### src/rtl/pipe_latch_skid_if.sv
// Handshake bundle for one pipeline-stage boundary.
// Handshake: a word moves upstream->stage when i_valid & o_ready are both high
// on a rising edge (and the stage is stepping); it moves stage->downstream when
// o_valid & i_ready are both high. Valid never waits on ready.
// master: the environment around the stage (drives i_*, consumes o_*).
// slave:  the stage itself.
interface pipe_latch_skid_if #(
    parameter int DATA_W = 64
);
    logic              i_valid;
    logic              o_ready;
    logic [DATA_W-1:0] i_data;
    logic              o_valid;
    logic              i_ready;
    logic [DATA_W-1:0] o_data;

    modport master (
        output i_valid, i_data, i_ready,
        input  o_ready, o_valid, o_data
    );

    modport slave (
        input  i_valid, i_data, i_ready,
        output o_ready, o_valid, o_data
    );
endinterface

### src/rtl/pipe_latch_skid.sv
// Pipeline-stage register with valid/ready handshake and optional 2-entry skid.
// The FSM state doubles as the live-entry count and is exposed on o_occupancy.
// With SKID_EN=1, o_ready depends only on registered state, so upstream stall
// logic has no combinational path from downstream ready.
module pipe_latch_skid #(
    parameter int                DATA_W    = 64,
    parameter logic [DATA_W-1:0] FLUSH_VAL = '0,
    parameter bit                SKID_EN   = 1'b1,
    parameter int                CNT_W     = 16
) (
    input  logic             clk,
    input  logic             rst,
    input  logic             i_step,
    input  logic             i_flush,
    pipe_latch_skid_if.slave bus,
    output logic [1:0]       o_occupancy,
    output logic [CNT_W-1:0] o_stall_cnt,
    output logic [CNT_W-1:0] o_flush_cnt
);

    // Encoding equals the number of live entries.
    typedef enum logic [1:0] {
        ST_EMPTY = 2'd0,
        ST_FULL  = 2'd1,
        ST_SKID  = 2'd2
    } state_t;

    state_t            r_state;
    state_t            w_state_nxt;
    logic [DATA_W-1:0] r_data;
    logic [DATA_W-1:0] w_data_nxt;
    logic [DATA_W-1:0] r_skid;
    logic [DATA_W-1:0] w_skid_nxt;
    logic [CNT_W-1:0]  r_stall_cnt;
    logic [CNT_W-1:0]  r_flush_cnt;

    logic w_valid;
    logic w_ready;
    logic w_in_xfer;
    logic w_out_xfer;

    assign w_valid    = (r_state != ST_EMPTY);
    // Without the skid a full stage can only accept when it is draining the same cycle.
    assign w_ready    = SKID_EN ? (r_state != ST_SKID) : (bus.i_ready | ~w_valid);
    assign w_in_xfer  = bus.i_valid & w_ready & i_step;
    assign w_out_xfer = w_valid & bus.i_ready & i_step;

    assign bus.o_valid  = w_valid;
    assign bus.o_ready  = w_ready;
    assign bus.o_data   = r_data;
    assign o_occupancy  = r_state;
    assign o_stall_cnt  = r_stall_cnt;
    assign o_flush_cnt  = r_flush_cnt;

    // State, output register and skid register update.
    always_ff @(posedge clk) begin
        if (rst) begin
            r_state <= ST_EMPTY;
            r_data  <= FLUSH_VAL;
            r_skid  <= FLUSH_VAL;
        end else begin
            r_state <= w_state_nxt;
            r_data  <= w_data_nxt;
            r_skid  <= w_skid_nxt;
        end
    end

    // Next-state and datapath selection; flush overrides any handshake.
    always_comb begin
        w_state_nxt = r_state;
        w_data_nxt  = r_data;
        w_skid_nxt  = r_skid;
        if (i_flush) begin
            w_state_nxt = ST_EMPTY;
            w_data_nxt  = FLUSH_VAL;
            w_skid_nxt  = FLUSH_VAL;
        end else begin
            case (r_state)
                ST_EMPTY: begin
                    if (w_in_xfer) begin
                        w_state_nxt = ST_FULL;
                        w_data_nxt  = bus.i_data;
                    end
                end
                ST_FULL: begin
                    if (w_in_xfer && w_out_xfer) begin
                        w_data_nxt = bus.i_data;
                    end else if (w_in_xfer) begin
                        // Only reachable with the skid present; o_ready is low otherwise.
                        if (SKID_EN) begin
                            w_state_nxt = ST_SKID;
                            w_skid_nxt  = bus.i_data;
                        end
                    end else if (w_out_xfer) begin
                        w_state_nxt = ST_EMPTY;
                        w_data_nxt  = FLUSH_VAL;
                    end
                end
                ST_SKID: begin
                    if (w_out_xfer) begin
                        w_state_nxt = ST_FULL;
                        w_data_nxt  = r_skid;
                        w_skid_nxt  = FLUSH_VAL;
                    end
                end
                default: begin
                    w_state_nxt = ST_EMPTY;
                    w_data_nxt  = FLUSH_VAL;
                    w_skid_nxt  = FLUSH_VAL;
                end
            endcase
        end
    end

    // Saturating debug counters: stalled-with-data cycles and flush events.
    always_ff @(posedge clk) begin
        if (rst) begin
            r_stall_cnt <= '0;
            r_flush_cnt <= '0;
        end else begin
            if (i_flush && (r_flush_cnt != {CNT_W{1'b1}}))
                r_flush_cnt <= r_flush_cnt + CNT_W'(1);
            if (i_step && w_valid && !bus.i_ready && !i_flush && (r_stall_cnt != {CNT_W{1'b1}}))
                r_stall_cnt <= r_stall_cnt + CNT_W'(1);
        end
    end

endmodule

### src/flat_wrapper.sv
// flat-port wrapper written by rule: the top's interface ports become plain ports
module pipe_latch_skid_flat 
#(
    parameter int                DATA_W    = 64,
    parameter logic [DATA_W-1:0] FLUSH_VAL = '0,
    parameter bit                SKID_EN   = 1'b1,
    parameter int                CNT_W     = 16
)
  (clk, rst, i_step, i_flush, o_occupancy, o_stall_cnt, o_flush_cnt, bus_i_valid, bus_i_data, bus_i_ready, bus_o_ready, bus_o_valid, bus_o_data);
  pipe_latch_skid_if #(.DATA_W(DATA_W)) bus_i ();
  input  logic clk;
  input  logic rst;
  input  logic i_step;
  input  logic i_flush;
  output logic [1:0] o_occupancy;
  output logic [CNT_W-1:0] o_stall_cnt;
  output logic [CNT_W-1:0] o_flush_cnt;
  input wire logic [$bits(bus_i.i_valid)-1:0] bus_i_valid;
  input wire logic [$bits(bus_i.i_data)-1:0] bus_i_data;
  input wire logic [$bits(bus_i.i_ready)-1:0] bus_i_ready;
  output wire logic [$bits(bus_i.o_ready)-1:0] bus_o_ready;
  output wire logic [$bits(bus_i.o_valid)-1:0] bus_o_valid;
  output wire logic [$bits(bus_i.o_data)-1:0] bus_o_data;
  assign bus_i.i_valid = bus_i_valid;
  assign bus_i.i_data = bus_i_data;
  assign bus_i.i_ready = bus_i_ready;
  assign bus_o_ready = bus_i.o_ready;
  assign bus_o_valid = bus_i.o_valid;
  assign bus_o_data = bus_i.o_data;
  pipe_latch_skid #(.DATA_W(DATA_W), .FLUSH_VAL(FLUSH_VAL), .SKID_EN(SKID_EN), .CNT_W(CNT_W)) u_core (.clk(clk), .rst(rst), .i_step(i_step), .i_flush(i_flush), .bus(bus_i), .o_occupancy(o_occupancy), .o_stall_cnt(o_stall_cnt), .o_flush_cnt(o_flush_cnt));
endmodule
### config.mk
export PLATFORM = sky130hd
export DESIGN_NAME = pipe_latch_skid_flat
export DESIGN_NICKNAME = d
export VERILOG_FILES = /design/src/rtl/pipe_latch_skid_if.sv /design/src/rtl/pipe_latch_skid.sv /design/src/flat_wrapper.sv
export SDC_FILE = /design/constraint.sdc
export NUM_CORES = 1
export LEC_CHECK = 0
export BUFFER_PORTS_ARGS = -buffer_cell sky130_fd_sc_hd__buf_2
export CAP_MARGIN = 20
export CORE_UTILIZATION = 60
export DETAILED_ROUTE_END_ITERATION = 6
export GPL_TIMING_DRIVEN = 0
export PLACE_DENSITY = 0.86
export SETUP_SLACK_MARGIN = 0.02
export SYNTH_ARGS = -nofsm -noshare
export SYNTH_HDL_FRONTEND = slang
export SYNTH_SLANG_ARGS = --single-unit
### constraint.sdc
create_clock -name clk -period 4.55 [get_ports clk]
set_input_delay 0 -clock clk [delete_from_list [all_inputs] [get_ports clk]]
set_output_delay 0 -clock clk [all_outputs]
set_load 0.1 [all_outputs]
==> results of run 1 <==
==> state kept, by name, indices dropped and copies added, names as in the netlist <==
signal              cells
u_core.bus.o_data      64
u_core.o_occupancy      2
u_core.o_flush_cnt     16
u_core.r_skid          64
u_core.o_stall_cnt     16
==> through the flow <==
stage	std cells	area, um^2	utilization (%)	hold slack [ps]	power [mW]
global placement	1352	9390	70.1	356	1.83
finish	1449	10600	79.1	2.01	3.27
floorplan	1011	8350	-	240	1.74
global route	1448	10600	79.1	12.4	3.35
CTS	1447	10600	79.1	3.47	3.24
detailed placement	1352	9390	70.1	369	1.84
==> worst reg2reg max path: stages (launching register included) <==
cell	delay [ps]
dfxtp_1	320
buf_2	190
clkbuf_1	380
clkbuf_1	390
o21ai_2	300
clkbuf_1	310
nand3_1	190
a21oi_1	80
==> final cells by class <==
class / count / share of cell area [%]
Multi-Input combinational cell: 749 / 44.0
Sequential cell: 162 / 30.6
Timing Repair Buffer: 230 / 13.9
Clock buffer: 20 / 4.21
Buffer: 94 / 3.94
Tap cell: 176 / 2.08
Clock inverter: 11 / 1.07
Inverter: 6 / 0.212
Antenna cell: 1 / 0.0236
==> routing by layer <==
| metal | vias to the layer above | track usage [%] | share of wire (%) |
|---|---|---|---|
| met2 | 479 | 58.1 | 48 |
| met3 | 119 | 7.37 | 7.8 |
| met1 | 4109 | 43.2 | 40 |
| li1 | 4081 | - | - |
| met4 | 0 | 20.7 | 4.7 |
| met5 | - | 0 | 0 |
==> power groups by stage <==
stage	combinational [mW]	clock, mW	sequential, mW
final	0.425	1.40	1.44
after global routing	0.447	1.46	1.44
after CTS	0.410	1.38	1.44
after detailed placement	0.364	0	1.47
after global placement	0.359	0	1.47
after floorplan	0.154	0	1.58
==> cell usage after synthesis (2+ instances only) <==
cell type	number	area, um^2
or4_1	13	97.6
nand4_1	9	56.3
a21oi_1	156	781
nand4_2	2	25.0
nand2_1	14	52.6
mux2i_1	68	681
nor3b_1	3	22.5
ha_1	2	25.0
buf_2	16	80.1
inv_1	6	22.5
o21ai_0	9	45.0
and3_1	2	12.5
buf_1	3	11.3
nor4_2	2	25.0
or2_2	2	12.5
xor2_1	2	17.5
o41ai_1	5	43.8
buf_6	6	67.6
clkbuf_1	69	259
nor4_1	3	18.8
o31ai_1	14	105
nor2b_1	3	18.8
or4b_1	3	30.0
nand2b_1	65	407
nor2_1	71	267
and4_1	4	35.0
o21ai_2	2	17.5
nand3_1	75	375
and2_1	130	813
or3_1	9	56.3
nor3_1	3	15.0
dfxtp_1	162	3240
a31oi_1	2	12.5
o211ai_1	65	488
==> logic make-up (layout without fill, tap and decap cells) <==
kind of cell | after synthesis | in the layout | share of synthesized area, %
AOI/OAI and AO/OA | 258 | 258 | 18.5
xor gates and xnor gates | 2 | 2 | 0.210
adders and majority gates | 2 | 2 | 0.300
buffers and inverters | 100 | 361 | 5.28
DFF | 162 | 162 | 38.8
muxes | 69 | 69 | 8.29
other | 0 | 1 | 0
and+or+nand+nor | 418 | 418 | 28.6
==> path summary, 6_finish.rpt <==
kind                         startpoint                    end  slack (ps)  cells after the start
hold reg to reg   u_core.bus.o_data[57]  u_core.bus.o_data[57]         460                      2
setup reg to reg  u_core.o_occupancy[1]  u_core.bus.o_data[38]        2250                      7
setup / recovery  u_core.o_occupancy[1]  u_core.bus.o_data[38]        2250                      7
hold / removal           bus_i_data[32]      u_core.r_skid[32]           2                      4
==> impl_metrics.env, run 1 <==
export IMPL_drc_errors=0
export IMPL_finalSetupViolCount=0
export IMPL_critPathTopFamily="buffers and inverters"
export IMPL_cts_buffer_depth=2
export IMPL_rows=42
export IMPL_slowest_delay_ps=380
export IMPL_synth_edf_count=0
export IMPL_syn_instance_count=1011
export IMPL_cp_num_buf_inv=4
export IMPL_cts_resized_gates=0
export IMPL_hold_viol=0
export IMPL_drt_first_pass_iters=5
export IMPL_dp_hpwl_mm=15.4
export IMPL_p_per_area_mw_per_mm2=308
export IMPL_synth_fp_nets=1083
export IMPL_syn_area_per_cell_um2=8.26
export IMPL_grtUsageTotal_pct=35.6
export IMPL_clk_insertion_delay_late_ps=440
export IMPL_drive_gt1_share_pct=18.1
export IMPL_tightest_slew_ps=770
export IMPL_rsz0062_at_grt="no"
export IMPL_die_h_um=120
export IMPL_cts_htree_levels=4
export IMPL_cp_cell_sequence="buf_2 -> clkbuf_1 -> clkbuf_1 -> o21ai_2 -> clkbuf_1 -> nand3_1 -> a21oi_1"
export IMPL_setup_tns_ps=0
export IMPL_area_delta_synth_final_pct=27.0
export IMPL_max_freq_mhz=435
export IMPL_preCtsSetupSlack_ps=2320
export IMPL_seqCellArea_mm2=0.00324
export IMPL_cp_end_kind="register"
export IMPL_crit_slowest_cell="clkbuf_1"
export IMPL_max_slew_margin_pct=48.4
export IMPL_boundaryPins=170
export IMPL_cellInternalPower_mw=2.38
export IMPL_antenna_found_initial=0
export IMPL_gp_congestion=0.891
export IMPL_finalWorstSetupSlack_ps=2250
export IMPL_grt_max_degree=17
export IMPL_synthArstFlopShare_pct=0
export IMPL_path_clk_slew_ps=70
export IMPL_finalCriticalPeriod_ps=2300
export IMPL_post_drt_wl_per_cell_um=17.8
export IMPL_numCtsBuffers=17
export IMPL_cts_root_buf="clkbuf_16"
export IMPL_power_frac_clock_pct=42.8
export IMPL_final_cell_mix="182 x buf_2, 162 x dfxtp_1, 156 x a21oi_1, 130 x and2_1, 75 x nand3_1"
export IMPL_crit_path_start_kind="register"
export IMPL_swShare_pct=27.2
export IMPL_grt_pass1_wl_mm=40.6
export IMPL_die_w_um=120
export IMPL_portBuffers=165
export IMPL_ant_nets=0
export IMPL_overflow=0
export IMPL_core_mm2=0.0134
export IMPL_wl_mm=25.8
export IMPL_multi_input_area_mm2=0.00466
export IMPL_combPwrFrac_pct=13.0
export IMPL_num_vias=8788
export IMPL_holdCritPathClass="input pin to register"
export IMPL_worst_endpoint_arrival_ps=2610
export IMPL_leakagePower_nw=4.05
export IMPL_ys_seq_elements=162
export IMPL_seqPwrFrac_pct=44.2
export IMPL_finish_net_count=1332
export IMPL_dieArea_mm2=0.0144
export IMPL_critPathKind="register to register"
export IMPL_cts_hold_buf=64
export IMPL_period_share_pct=50.5
export IMPL_post_cts_setup_buffer_count=0
export IMPL_cp_common_cell="clkbuf_1"
export IMPL_drt_iter0_drc=948
export IMPL_syn_area_mm2=0.00835
export IMPL_fillers=894
export IMPL_drv_slew=0
export IMPL_yosysSeqAreaShare_pct=38.8
export IMPL_start_util_pct=62.3
export IMPL_grt_pass1_vias=8289
export IMPL_synth_flop_cell="dfxtp_1"
export IMPL_cts_sinks=162
export IMPL_required_ps=4860
export IMPL_status="finished, final reports clean"
export IMPL_yosysWarnings=0
export IMPL_clock_skew_final_ps=8.07
export IMPL_crit_fanout=10
export IMPL_netSwitchingPower_uw=887
export IMPL_cap_violations=0
export IMPL_synth_cell_types=45
export IMPL_via_per_inst=6.06
export IMPL_ir_worst_vdd_mv=0.271
export IMPL_layout_commonest_cell="buf_2"
export IMPL_cts_tree="done"
Note: power is estimated with default switching activity, not from simulation.
==> inputs of run 2 (changes only) <==
--- a/config.mk
+++ b/config.mk
@@ -5,12 +5,13 @@
 export SDC_FILE = /design/constraint.sdc
 export NUM_CORES = 1
 export LEC_CHECK = 0
+export ABC_AREA = 1
 export BUFFER_PORTS_ARGS = -buffer_cell sky130_fd_sc_hd__buf_2
 export CAP_MARGIN = 20
-export CORE_UTILIZATION = 60
+export CORE_UTILIZATION = 50
 export DETAILED_ROUTE_END_ITERATION = 6
 export GPL_TIMING_DRIVEN = 0
-export PLACE_DENSITY = 0.86
+export PLACE_DENSITY = 0.77
 export SETUP_SLACK_MARGIN = 0.02
 export SYNTH_ARGS = -nofsm -noshare
 export SYNTH_HDL_FRONTEND = slang
==> constraint.sdc (replaced) <==
create_clock -name clk -period 1.85 [get_ports clk]
set_input_delay 0 -clock clk [delete_from_list [all_inputs] [get_ports clk]]
set_output_delay 0 -clock clk [all_outputs]
set_load 0.1 [all_outputs]
==> impl_metrics.env, run 2 <==
export IMPL_status="finished, final reports clean"
export IMPL_synth_edf_count=0
export IMPL_synth_cell_types=30
export IMPL_layout_commonest_cell="nand2_1"
export IMPL_reg2reg_from="u_core.o_stall_cnt[0]"
export IMPL_hold_end="u_core.o_occupancy[0]"
export IMPL_cts_tree="done"
export IMPL_finalWorstSetupSlack_ps=146
export IMPL_syn_area_mm2=0.00787
export IMPL_synth_flop_cell="dfxtp_1"
export IMPL_syn_area_per_cell_um2=6.44
export IMPL_synth_compound_area_share_pct=11.7
export IMPL_die_h_um=127
export IMPL_rows=45
export IMPL_hold_viol=0
export IMPL_area_delta_synth_final_pct=31.7
export IMPL_numCtsBuffers=17
export IMPL_reg2reg_slack_ps=160
export IMPL_cts_sinks=162
export IMPL_drt_iter0_drc=563
export IMPL_drt_first_pass_iters=5
export IMPL_diodes=0
export IMPL_rsz0062_at_grt="no"
export IMPL_fillers=1388
export IMPL_overflow=0
export IMPL_antenna_found_initial=1
export IMPL_drive_gt1_share_pct=21.2
export IMPL_worst_endpoint_arrival_ps=1700
export IMPL_syn_instance_count=1222
export IMPL_dieArea_mm2=0.0162
export IMPL_num_vias=8137
export IMPL_grt_max_degree=20
export IMPL_p_per_area_mw_per_mm2=803
export IMPL_grt_pass1_wl_mm=34.8
export IMPL_start_util_pct=51.5
export IMPL_yosysWarnings=0
export IMPL_cap_violations=0
export IMPL_path_clk_slew_ps=60
export IMPL_yosysSeqAreaShare_pct=41.2
export IMPL_ys_seq_elements=162
export IMPL_cp_cell_sequence="inv_2 -> nor2_1 -> buf_4 -> inv_1 -> buf_2"
export IMPL_setup_tns_ps=0
export IMPL_cts_htree_levels=4
export IMPL_synthAdderAreaFrac_pct=0.318
export IMPL_clk_insertion_delay_late_ps=430
export IMPL_final_cell_mix="445 x nand2_1, 237 x nor2_1, 182 x buf_2, 128 x dfxtp_1, 85 x inv_1"
export IMPL_portBuffers=169
export IMPL_period_share_pct=92.1
export IMPL_synth_area_leaders="dfxtp_1 41%, nand2_1 21%, nor2_1 11%"
export IMPL_wl_mm=21.1
export IMPL_gp_congestion=0.909
export IMPL_drv_slew=0
export IMPL_clock_skew_final_ps=11.0
export IMPL_max_freq_mhz=587
export IMPL_boundaryPins=170
export IMPL_synth_common_cells="446 x nand2_1, 237 x nor2_1, 162 x dfxtp_1"
export IMPL_via_per_inst=4.78
export IMPL_finalCriticalPeriod_ps=1700
export IMPL_post_drt_wl_per_cell_um=12.4
export IMPL_crit_fanout=19
export IMPL_synth_top_area_cell="dfxtp_1"
export IMPL_synthXorXnorAreaFrac_pct=1.78
export IMPL_hold_depth=4
export IMPL_synth_top_family_by_area="simple AND/OR/NAND/NOR gates"
export IMPL_grtUsageTotal_pct=26.7
export IMPL_r2r_cells=9
export IMPL_synth_fp_nets=1294
export IMPL_synth_simple_area_share_pct=35.5
export IMPL_muxShareOfSynthArea_pct=0
export IMPL_critPathKind="register to output pin"
export IMPL_grt_pass1_vias=7479
export IMPL_slowest_delay_ps=430
export IMPL_required_ps=1850
export IMPL_preCtsSetupSlack_ps=68.5
export IMPL_core_mm2=0.0153
export IMPL_yosysMostFrequentCell="nand2_1"
export IMPL_holdCritStartpoint="i_step"
export IMPL_timing_rr_end="u_core.o_stall_cnt[9]"
export IMPL_cp_end_kind="output pin"
export IMPL_tightest_slew_ps=747
export IMPL_cts_buffer_depth=2
export IMPL_dp_hpwl_mm=13.9
export IMPL_ant_nets=0
export IMPL_holdCritPathClass="input pin to register"
export IMPL_cts_root_buf="clkbuf_16"
export IMPL_ir_worst_vdd_mv=0.716
export IMPL_yosysTopAreaCellShare_pct=41.2
export IMPL_crit_path_start_kind="register"
export IMPL_drc_errors=0
export IMPL_die_w_um=127
export IMPL_crit_slowest_cell="buf_2"
export IMPL_max_slew_margin_pct=50.2
export IMPL_finalSetupViolCount=0
export IMPL_leakagePower_nw=4.75
export IMPL_synthArstFlopShare_pct=0
export IMPL_finish_net_count=1551
-- run 2: cell types whose count changed after synthesis, moves of 42 or more --
cell and change:
a21oi_1 -74, and2_1 -130, clkbuf_1 -42, inv_1 +79
mux2i_1 -68, nand2_1 +432, nand2b_1 -65, nand3_1 -66
nor2_1 +166, o211ai_1 -65, o21ai_1 +62
-- run 2: repair_timing --
item | in CTS | in global routing
pin swaps | 0 | 3
endpoints found under the setup margin | 1 | 53
hold endpoints to repair | 127 | 0
hold buffers | 65 | 0
gates resized for setup | 0 | 11
setup buffers | 0 | 5
-- run 2: cell families (layout without fill, tap and decap cells) --
| logic type | count (synthesis) | in the layout |
|---|---|---|
| DFF | 162 | 162 |
| AOI/OAI and AO/OA | 173 | 173 |
| buffers and inverters | 155 | 425 |
| xor gates and xnor gates | 16 | 16 |
| and+or+nand+nor | 714 | 714 |
| adders and majority gates | 2 | 2 |
-- run 2: stage by stage --
stage	instance area, um^2	power [mW]	hold slack [ps]	utilization, %	instances
6_report	10400	8.32	6.54	67.9	1703
5_1_grt	10400	8.62	63.3	67.9	1703
2_1_floorplan	7950	4.44	225	-	1222
3_3_place_gp	9060	4.70	350	59.4	1602
3_5_place_dp	9060	4.70	356	59.4	1602
4_1_cts	10300	8.36	0.742	67.5	1698
-- run 2: routing by layer --
metal  vias to the layer above  GRT usage (%)  part of all wire, %
met5                         -              0                0.052
met4                         2           9.87                  1.6
met2                       222           45.7                   48
met3                        37           5.03                  5.5
li1                       4269              -                    -
met1                      3607           33.4                   45
-- run 2: report_power, final --
| part | leakage, nW | internal [mW] | switching [mW] | total, mW |
|---|---|---|---|---|
| clock network | 0.287 | 2.11 | 1.47 | 3.57 |
| logic | 3.14 | 0.367 | 0.807 | 1.17 |
| registers | 1.33 | 3.54 | 0.0363 | 3.57 |
-- run 2: cell type report --
type / count / area, um^2 / area share (%)
plain buffers: 64 / 412 / 3.97
clock buffers: 22 / 474 / 4.58
clock inverters: 10 / 124 / 1.20
inverters: 90 / 338 / 3.26
multi-input cells: 905 / 3900 / 37.7
flip-flops and latches: 162 / 3310 / 31.9
well taps: 211 / 264 / 2.55
repair buffers: 239 / 1530 / 14.8
-- run 2: worst max path at each step --
stage / start / to / slack, ps / cells after the start
finish: u_core.o_occupancy[1] / bus_o_ready / 150 / 5
global route: u_core.o_stall_cnt[0] / u_core.o_stall_cnt[9] / 30 / 9
CTS: u_core.o_stall_cnt[0] / u_core.o_stall_cnt[7] / 50 / 9
detailed placement: u_core.o_stall_cnt[0] / u_core.o_stall_cnt[7] / 70 / 9
global placement: u_core.o_stall_cnt[0] / u_core.o_stall_cnt[6] / 100 / 9
floorplan: u_core.o_stall_cnt[5] / u_core.o_stall_cnt[5] / 30 / 8
-- run 2: critical path: cells and delay by family, from the launching register on --
family	cells	cell delay (ps)
and+or+nand+nor	1	80
buffers and inverters	4	840
DFF	1	350
